`src/rtl/lock_code_entry.sv`:
```
// lock_code_entry: debounced 5-button hex code editor with password lock, fail counting and timed lockout
module lock_code_entry #(
  parameter int DEB_CYCLES     = 1000000,
  parameter int MAX_FAILS      = 3,
  parameter int LOCKOUT_CYCLES = 500000000
) (
  input  logic       clock,
  input  logic       reset,
  input  logic       btn_up,
  input  logic       btn_down,
  input  logic       btn_next,
  input  logic       btn_enter,
  input  logic       btn_clear,
  output logic [1:0] state,
  output logic [3:0] hex1,
  output logic [3:0] hex2,
  output logic [3:0] hex3,
  output logic [3:0] hex4,
  output logic [1:0] cursor,
  output logic       locked_out
);
  localparam int CW = $clog2(DEB_CYCLES + 1);
  localparam int TW = $clog2(LOCKOUT_CYCLES + 1);
  typedef enum logic [1:0] {IDLE = 2'b00, LOCKED = 2'b01, UNLOCKED = 2'b10} state_t;
  logic [4:0] btn, pls;
  assign btn = {btn_down, btn_up, btn_next, btn_clear, btn_enter};
  // Synchronizer resets to "pressed" so a button held through reset must be seen released before it is armed.
  for (genvar i = 0; i < 5; i++) begin : g_deb
    logic s1_q, s2_q, deb_q, arm_q, pls_q;
    logic [CW-1:0] cnt_q;
    always_ff @(posedge clock or negedge reset) begin
      if (!reset) begin
        s1_q  <= 1'b1;
        s2_q  <= 1'b1;
        deb_q <= 1'b0;
        arm_q <= 1'b0;
        pls_q <= 1'b0;
        cnt_q <= '0;
      end else begin
        s1_q  <= btn[i];
        s2_q  <= s1_q;
        arm_q <= arm_q | ~s2_q;
        pls_q <= 1'b0;
        if (s2_q == deb_q) cnt_q <= '0;
        else if (cnt_q == CW'(DEB_CYCLES)) begin
          cnt_q <= '0;
          deb_q <= s2_q;
          pls_q <= s2_q & arm_q;
        end else cnt_q <= cnt_q + CW'(1);
      end
    end
    assign pls[i] = pls_q;
  end
  state_t        state_q, state_d;
  logic [3:0][3:0] dig_q, dig_d;
  logic [1:0]    cur_q, cur_d;
  logic [15:0]   pwd_q, pwd_d, code;
  logic [2:0]    fail_q, fail_d;
  logic [TW-1:0] tmr_q, tmr_d;
  logic          lo_q;
  assign code = {dig_q[0], dig_q[1], dig_q[2], dig_q[3]};
  always_comb begin
    state_d = state_q;
    dig_d   = dig_q;
    cur_d   = cur_q;
    pwd_d   = pwd_q;
    fail_d  = fail_q;
    tmr_d   = tmr_q;
    if (tmr_q != '0) begin
      tmr_d = tmr_q - TW'(1);
      fail_d = (tmr_q == TW'(1)) ? 3'd0 : fail_q;
    end else if (pls[0]) begin
      dig_d = '0;
      cur_d = '0;
      if (state_q == IDLE) begin
        pwd_d   = code;
        state_d = LOCKED;
      end else if (state_q == UNLOCKED) state_d = LOCKED;
      else if (code == pwd_q) begin
        state_d = UNLOCKED;
        fail_d  = '0;
      end else begin
        fail_d = fail_q + 3'd1;
        tmr_d  = (fail_d == 3'(MAX_FAILS)) ? TW'(LOCKOUT_CYCLES) : tmr_q;
      end
    end else if (pls[1]) begin
      if (state_q == UNLOCKED) begin
        state_d = IDLE;
        pwd_d   = '0;
        dig_d   = '0;
        cur_d   = '0;
      end
    end else if (state_q != UNLOCKED) begin
      if (pls[2]) cur_d = cur_q + 2'd1;
      else if (pls[3]) dig_d[cur_q] = dig_q[cur_q] + 4'd1;
      else if (pls[4]) dig_d[cur_q] = dig_q[cur_q] - 4'd1;
    end
  end
  always_ff @(posedge clock or negedge reset) begin
    if (!reset) begin
      state_q <= IDLE;
      dig_q   <= '0;
      cur_q   <= '0;
      pwd_q   <= '0;
      fail_q  <= '0;
      tmr_q   <= '0;
      lo_q    <= 1'b0;
    end else begin
      state_q <= state_d;
      dig_q   <= dig_d;
      cur_q   <= cur_d;
      pwd_q   <= pwd_d;
      fail_q  <= fail_d;
      tmr_q   <= tmr_d;
      lo_q    <= tmr_d != '0;
    end
  end
  assign state      = state_q;
  assign hex1       = dig_q[0];
  assign hex2       = dig_q[1];
  assign hex3       = dig_q[2];
  assign hex4       = dig_q[3];
  assign cursor     = cur_q;
  assign locked_out = lo_q;
endmodule

```
`config.mk`:
```
export PLATFORM = sky130hd
export DESIGN_NAME = lock_code_entry
export DESIGN_NICKNAME = d
export VERILOG_FILES = /design/src/rtl/lock_code_entry.sv
export SDC_FILE = /design/constraint.sdc
export NUM_CORES = 1
export LEC_CHECK = 0
export BUFFER_PORTS_ARGS = -buffer_cell sky130_fd_sc_hd__buf_2
export CAP_MARGIN = 20
export CORE_MARGIN = 2
export CORE_UTILIZATION = 31
export DETAILED_ROUTE_END_ITERATION = 12
export PLACE_DENSITY = 0.49
export REMOVE_ABC_BUFFERS = 1
export SLEW_MARGIN = 20
export SYNTH_ARGS = -nofsm -noshare
export SYNTH_HDL_FRONTEND = slang
export SYNTH_SLANG_ARGS = --single-unit
```
`constraint.sdc`:
```
create_clock -name clock -period 2.25 [get_ports clock]
set_input_delay 0.3375 -clock clock [delete_from_list [all_inputs] [get_ports clock]]
set_output_delay 0.3375 -clock clock [all_outputs]
set_load 0.02 [all_outputs]
```
==> metrics.csv, run 1 <==
metric,value,unit
outcome,"complete, but fails checks",
failed_checks,negative setup slack,
worstPathCellList,nor4_4 > o211ai_2 > or4_4 > a2111oi_4 > nand4bb_1 > nor4_2 > nand3_1,
multi_input_area,4790,um^2
port_buffers,27,
power_density,572,nW/um^2
syn-cell-area,9460,um^2
mostFrequentLayoutCell,dfrtp_1,
fin_crit_sh,107,%
p_sw,1.62,mW
slowest_stage,or4_4,
synth_async_sr_flop_share,100,%
gr-total-overflow,0,
fin_worst_skew,0.0117,ns
routed_wl,21900,um
netlist.area_leader.share,48.7,%
fill_cells,2955,
grtUsageTotal,14.3,%
timing_worst_setup_path_type,reg2reg,
first_pass_iters,5,
post_synth_inst_count,938,
cp_max_fo,4,
hold_slack,0.357,ns
crit_path_end_kind,register,
antennaDiodeCount,0,
grt_max_degree,62,
die_w,179,um
power,7.11,mW
path_clk_slew,0.08,ns
hp-class,reg2reg,
hold_path_startpoint,g_deb[2].s1_q$_DFF_PN1_,
pwr-share-clk,47.3,%
synth.area.top_cells,"dfrtp_1 (49%), xor2_1 (7.9%), nor2_1 (5.4%)",
ff_latch_area,4870,um^2
via_count,7275,
start_kind,register,
pwr-share-seq,50.0,%
avgSynthCellArea,10.1,um^2
initial_core_util,31.6,%
antenna_found_initial,0,
ys_seq_area_share,51.5,%
stdcell_count,1531,
post-place-ws,-0.341,ns
worstSkewPairLatency,0.45,ns
die_h,179,um
cap_violations,0,
fmax,417,MHz
finalNetCount,1155,
rsz0062_at_grt,true,
drive_gt1_share,27.4,%
synth_edf_count,0,
area_growth,31.6,%
synth_flop_cell,dfrtp_1,
p_leak,5.91,nW
htree_levels,4,
grt_pass1_vias,7150,
drtIter0Drc,395,
cts_tree,done,
switching_share,22.8,%
dieArea,31900,um^2
worst_pin_slew,0.601,ns
worst_slack,-0.150,ns
wl_per_cell,14.3,um
combPwrFrac,2.6,%
timing.rr.start,tmr_q[16]$_DFF_PN0_,
setup_viol,18,
critPathLaunch,tmr_q[16]$_DFF_PN0_,
cts_root_buffer,clkbuf_16,
gp_congestion,0.784,
numCtsBuffers,17,
core_area,29900,um^2
arrival,2.72,ns
required,2.57,ns
place_hpwl,14900,um
num_io_pins,28,
viasPerCell,4.75,
fin_crit,2.40,ns
detail-route-antenna-nets,0,
slew_headroom,59.6,%
numClockSinks,194,
synth_warnings,0,
synth.largest_area_cell,dfrtp_1,
grt_pass1_wl,36400,um
rows,63,
cpPeakStageDelay,0.46,ns
ys_ff_latch,194,
drc,0,
cts_max_path_buffers,2,
ys_types,61,
ir_worst_vdd,0.584,mV
layout_common_cells,"dfrtp_1 (183), nor2_1 (131), buf_4 (129)",
hold_violations,0,
slew_violations,0,
power.internal,5.49,mW
placed_cells,1468,
## power groups by stage
stage,Sequential (mW),Combinational [mW],Clock [mW]
floorplan,3.62,0.0663,0
global placement,3.62,0.189,0
detailed placement,3.62,0.191,0
CTS,3.56,0.199,3.49
global route,3.56,0.222,3.63
finish,3.56,0.187,3.37
## synth_stat cells (all sizes together), types with 7 or more instances
cell type  number
dfrtp         184
nor2          137
nand2          99
xor2           85
nand3          60
o21ai          41
xnor2          36
nor3           32
inv            30
ha             20
nand4          20
and3           19
a21oi          17
nor4           17
a22o           16
clkbuf         12
or3            11
dfstp          10
nand2b         10
and4            8
nor4b           7
## routing by layer
metal | part of all wire [%] | global-route usage (%) | vias to the layer above
li1 | - | - | 3644
met1 | 50 | 20.2 | 3544
met2 | 46 | 22.2 | 65
met3 | 2.2 | 2.64 | 22
met4 | 1.3 | 4.30 | 0
met5 | 0 | 0 | -
## final timing paths
path                                                to  slack [ns]  depth (start not counted)
setup / recovery                  locked_out$_DFF_PN0_       -0.15                          7
setup reg to reg                  locked_out$_DFF_PN0_       -0.15                          7
max in group asynchronous          hex2[0]$_DFFE_PN0P_        1.05                          3
min in group asynchronous  g_deb[1].cnt_q[9]$_DFF_PN0_        0.45                          2
hold reg to reg                g_deb[2].s2_q$_DFF_PN1_        0.36                          0
hold / removal                 g_deb[2].s2_q$_DFF_PN1_        0.36                          0
## timing repair
action	CTS	global route
gates cloned	0	3
hold buffers	6	0
buffers inserted	3	22
pin swaps	11	46
setup endpoints to repair	39	41
resized for setup	29	104
hold endpoints to repair	60	0
## sequential cells by signal, summed over array words and instances (netlist names)
name	count
g_deb.cnt_q	100
tmr_q	29
pwd_q	16
g_deb.arm_q	5
g_deb.deb_q	5
g_deb.pls_q	5
g_deb.s1_q	5
g_deb.s2_q	5
hex1	4
hex2	4
hex3	4
hex4	4
fail_q	3
cursor	2
state	2
locked_out	1
## stage by stage
stage               area, um^2  setup TNS, ns  utilization (%)
global route             12400          -2.71             41.7
global placement         11000          -2.78             36.9
detailed placement       11000          -4.33             36.9
floorplan                 9370          -5.84                -
CTS                      11900         -0.276             39.7
finish                   12400         -0.690             41.7
## cell type report
class	count	share of cell area (%)
clock inverter	14	1.72
tap	390	3.92
multi-input combinational	697	38.5
timing repair buffer	188	12.4
clock buffer	18	3.45
inverter	30	0.905
sequential	194	39.1
## worst max-delay path: cells and delay by family, from the launching register on
kind / cells / cell delay (ns)
and+or+nand+nor: 5 / 1.39
AOI/OAI and AO/OA: 2 / 0.46
DFF: 1 / 0.43
## kinds of logic after synthesis
family | Yosys count | synth area share [%]
fa+ha+maj | 20 | 2.65
flops | 194 | 51.5
compound gates | 105 | 7.40
buf+inv | 47 | 2.13
mux | 11 | 1.76
xor+xnor | 121 | 11.2
simple gates | 440 | 23.4
No activity file was read; power rests on OpenSTA's default activity.
==> run 2: changes to the inputs <==
- PLACE_DENSITY: 0.49 -> 0.53
==> run 2 against run 1 <==
  * The flow still finishes with violations (negative setup slack)
  * Flip-flop and latch count did not move
  * Via count fell by 0.92%
  * Clock power fell by 9.8%
  * Setup slack got worse by 0.041 ns
  * Combinational power fell by 2%
  * Clock-buffer cell count rose by 1
  * Final cell count fell by 0.20%
  * Critical endpoint unchanged
  * Largest power group unchanged
  * Highest routed layer unchanged
==> metrics.csv, run 2 (same netlist as run 1, synthesis figures left out) <==
metric,value,unit,change
outcome,"complete, but fails checks",,
failed_checks,negative setup slack,,
grt_pass1_vias,7167,,+0.24%
ir_worst_vdd,0.472,mV,-19%
layout_common_cells,"dfrtp_1 (183), nor2_1 (131), buf_4 (128)",,
grt_use_met3,2.58,%,-0.064 points
p_leak,5.77,nW,-2.4%
path_clk_slew,0.08,ns,about the same
gr-usage-met2,21.9,%,-0.23 points
worst_pin_slew,0.564,ns,-0.0368 ns
cp_common_cell,buf_4,,
worstPathCellList,nor3_2 > nand4_2 > buf_4 > buf_4 > o41a_2 > a2111oi_4 > nand4bb_1 > nor4_2 > nand3_1,,
grt_max_degree,57,,-8.1%
routed_wl,20500,um,-6.5%
ff_latch_area,4870,um^2,unchanged
core_area,29900,um^2,unchanged
critPathBufInv,2,,+2
worst_slack,-0.191,ns,-0.0414 ns
post-place-ws,-0.234,ns,+0.107 ns
arrival,2.75,ns,+0.03 ns
gr-total-overflow,0,,unchanged
viasPerCell,4.72,,-0.73%
dieArea,31900,um^2,unchanged
setup_viol,20,,+2
top_register,g_deb.cnt_q,,
grt_pass1_wl,35300,um,-3.0%
drc,0,,unchanged
fill_cells,2939,,-0.54%
power_density,560,nW/um^2,-2.1%
numClockSinks,194,,unchanged
reg_top3,"g_deb.cnt_q: 100 flops, tmr_q: 29 flops, pwd_q: 16 flops",,
htree_levels,4,,unchanged
hp-class,reg2reg,,
crit_path_end_kind,register,,
worstSkewPairLatency,0.43,ns,-0.02 ns
cp_max_fo,3,,-1
drtIter0Drc,342,,-13%
port_buffers,27,,unchanged
initial_core_util,31.6,%,unchanged
power,6.77,mW,-4.7%
cap_violations,0,,unchanged
slew_violations,0,,unchanged
slew_headroom,62.1,%,+2.5 points
start_kind,register,,
wl_per_cell,13.4,um,-6.4%
via_count,7208,,-0.92%
fin_crit,2.44,ns,+0.0414 ns
area_growth,28.0,%,
timing_worst_setup_path_type,reg2reg,,
place_hpwl,14600,um,-1.8%
rows,63,,unchanged
largest_reg_flops,100,,unchanged
antenna_found_initial,1,,+1
cts_tree,done,,
fin_crit_sh,108,%,+1.8 points
final_util,40.5,%,-1.1 points
top_usage_layer,met2,,
slowest_stage,o41a_2,,
die_h,179,um,unchanged
finalNetCount,1152,,-0.26%
cts_root_buffer,clkbuf_16,,
grtUsageTotal,13.7,%,-0.55 points
cts_max_path_buffers,2,,unchanged
num_io_pins,28,,unchanged
required,2.56,ns,about the same
multi_input_area,4590,um^2,-4.3%
fmax,410,MHz,-1.7%
detail-route-antenna-nets,0,,unchanged
die_w,179,um,unchanged
antennaDiodeCount,0,,unchanged
fin_worst_skew,0.0167,ns,+0.00504 ns
rsz0062_at_grt,true,,
cpLargestDelayFamily,simple AND/OR/NAND/NOR gates,,
mostFrequentLayoutCell,dfrtp_1,,
numCtsBuffers,17,,unchanged
cpPeakStageDelay,0.46,ns,about the same
hold_violations,0,,unchanged
drive_gt1_share,25.0,%,-2.4 points
first_pass_iters,7,,+2
gp_congestion,0.830,,+5.9%
grt_use_met1,19.3,%,-0.86 points
-- run 2: cell count changes in the layout (fill, tap and decap cells not counted), moves of 3 or more --
| cell | delta |
|---|---|
| nand2_4 | -7 |
| nand2_2 | -9 |
| nor3_2 | +3 |
| o21ai_2 | -7 |
| nor2_4 | -3 |
| bufinv_16 | -3 |
| nand2_1 | +16 |
| nor2_2 | +3 |
| o21ai_0 | +6 |
-- run 2: what timing repair did --
item,4_1_cts,5_1_grt
setup endpoints to repair,43,43
setup buffers,10,13
hold buffers,6,0
endpoints found under the hold margin,39,0
pin swaps,10,10
resized for setup,25,63
-- run 2: area by class of cell --
type                            instances  area share (%)
Tap cell                              390            4.03
Inverter                               30           0.930
Timing Repair Buffer                  185            12.1
Sequential cell                       194            40.2
Multi-Input combinational cell        697            37.9
Clock buffer                           19            3.66
Clock inverter                         13            1.17
-- run 2: per-layer routing --
metal	part of all wire, %	vias to the layer above
li1	-	3646
met4	0.94	0
met5	0	-
met1	51	3482
met2	46	67
met3	2.4	13
-- run 2: path summary, 6_finish.rpt --
kind / start / slack [ns] / cells past startpoint / endpoint
worst max-delay path: tmr_q[9]$_DFF_PN0_ / -0.19 / 9 / locked_out$_DFF_PN0_
worst min-delay path: g_deb[3].s1_q$_DFF_PN1_ / 0.35 / 0 / g_deb[3].s2_q$_DFF_PN1_
worst max register to register: tmr_q[9]$_DFF_PN0_ / -0.19 / 9 / locked_out$_DFF_PN0_
worst min register to register: g_deb[3].s1_q$_DFF_PN1_ / 0.35 / 0 / g_deb[3].s2_q$_DFF_PN1_
max in group asynchronous: reset / 1.21 / 3 / g_deb[2].s2_q$_DFF_PN1_
min in group asynchronous: reset / 0.40 / 2 / g_deb[4].cnt_q[0]$_DFF_PN0_
-- run 2: per-stage QoR --
stage,hold slack [ns],cells,setup TNS (ns),instance area [um^2]
global route,0.352,1528,-4.13,12100
CTS,0.351,1517,-0.986,11800
finish,0.353,1528,-1.32,12100
floorplan,0.0419,921,-5.84,9370
detailed placement,0.303,1469,-3.44,11000
global placement,0.303,1469,-2.57,11000
-- run 2: power breakdown --
group	total, mW	switching [mW]	internal (mW)
clock	3.04	1.43	1.61
sequential	3.56	0.0325	3.52
combinational	0.183	0.124	0.0581
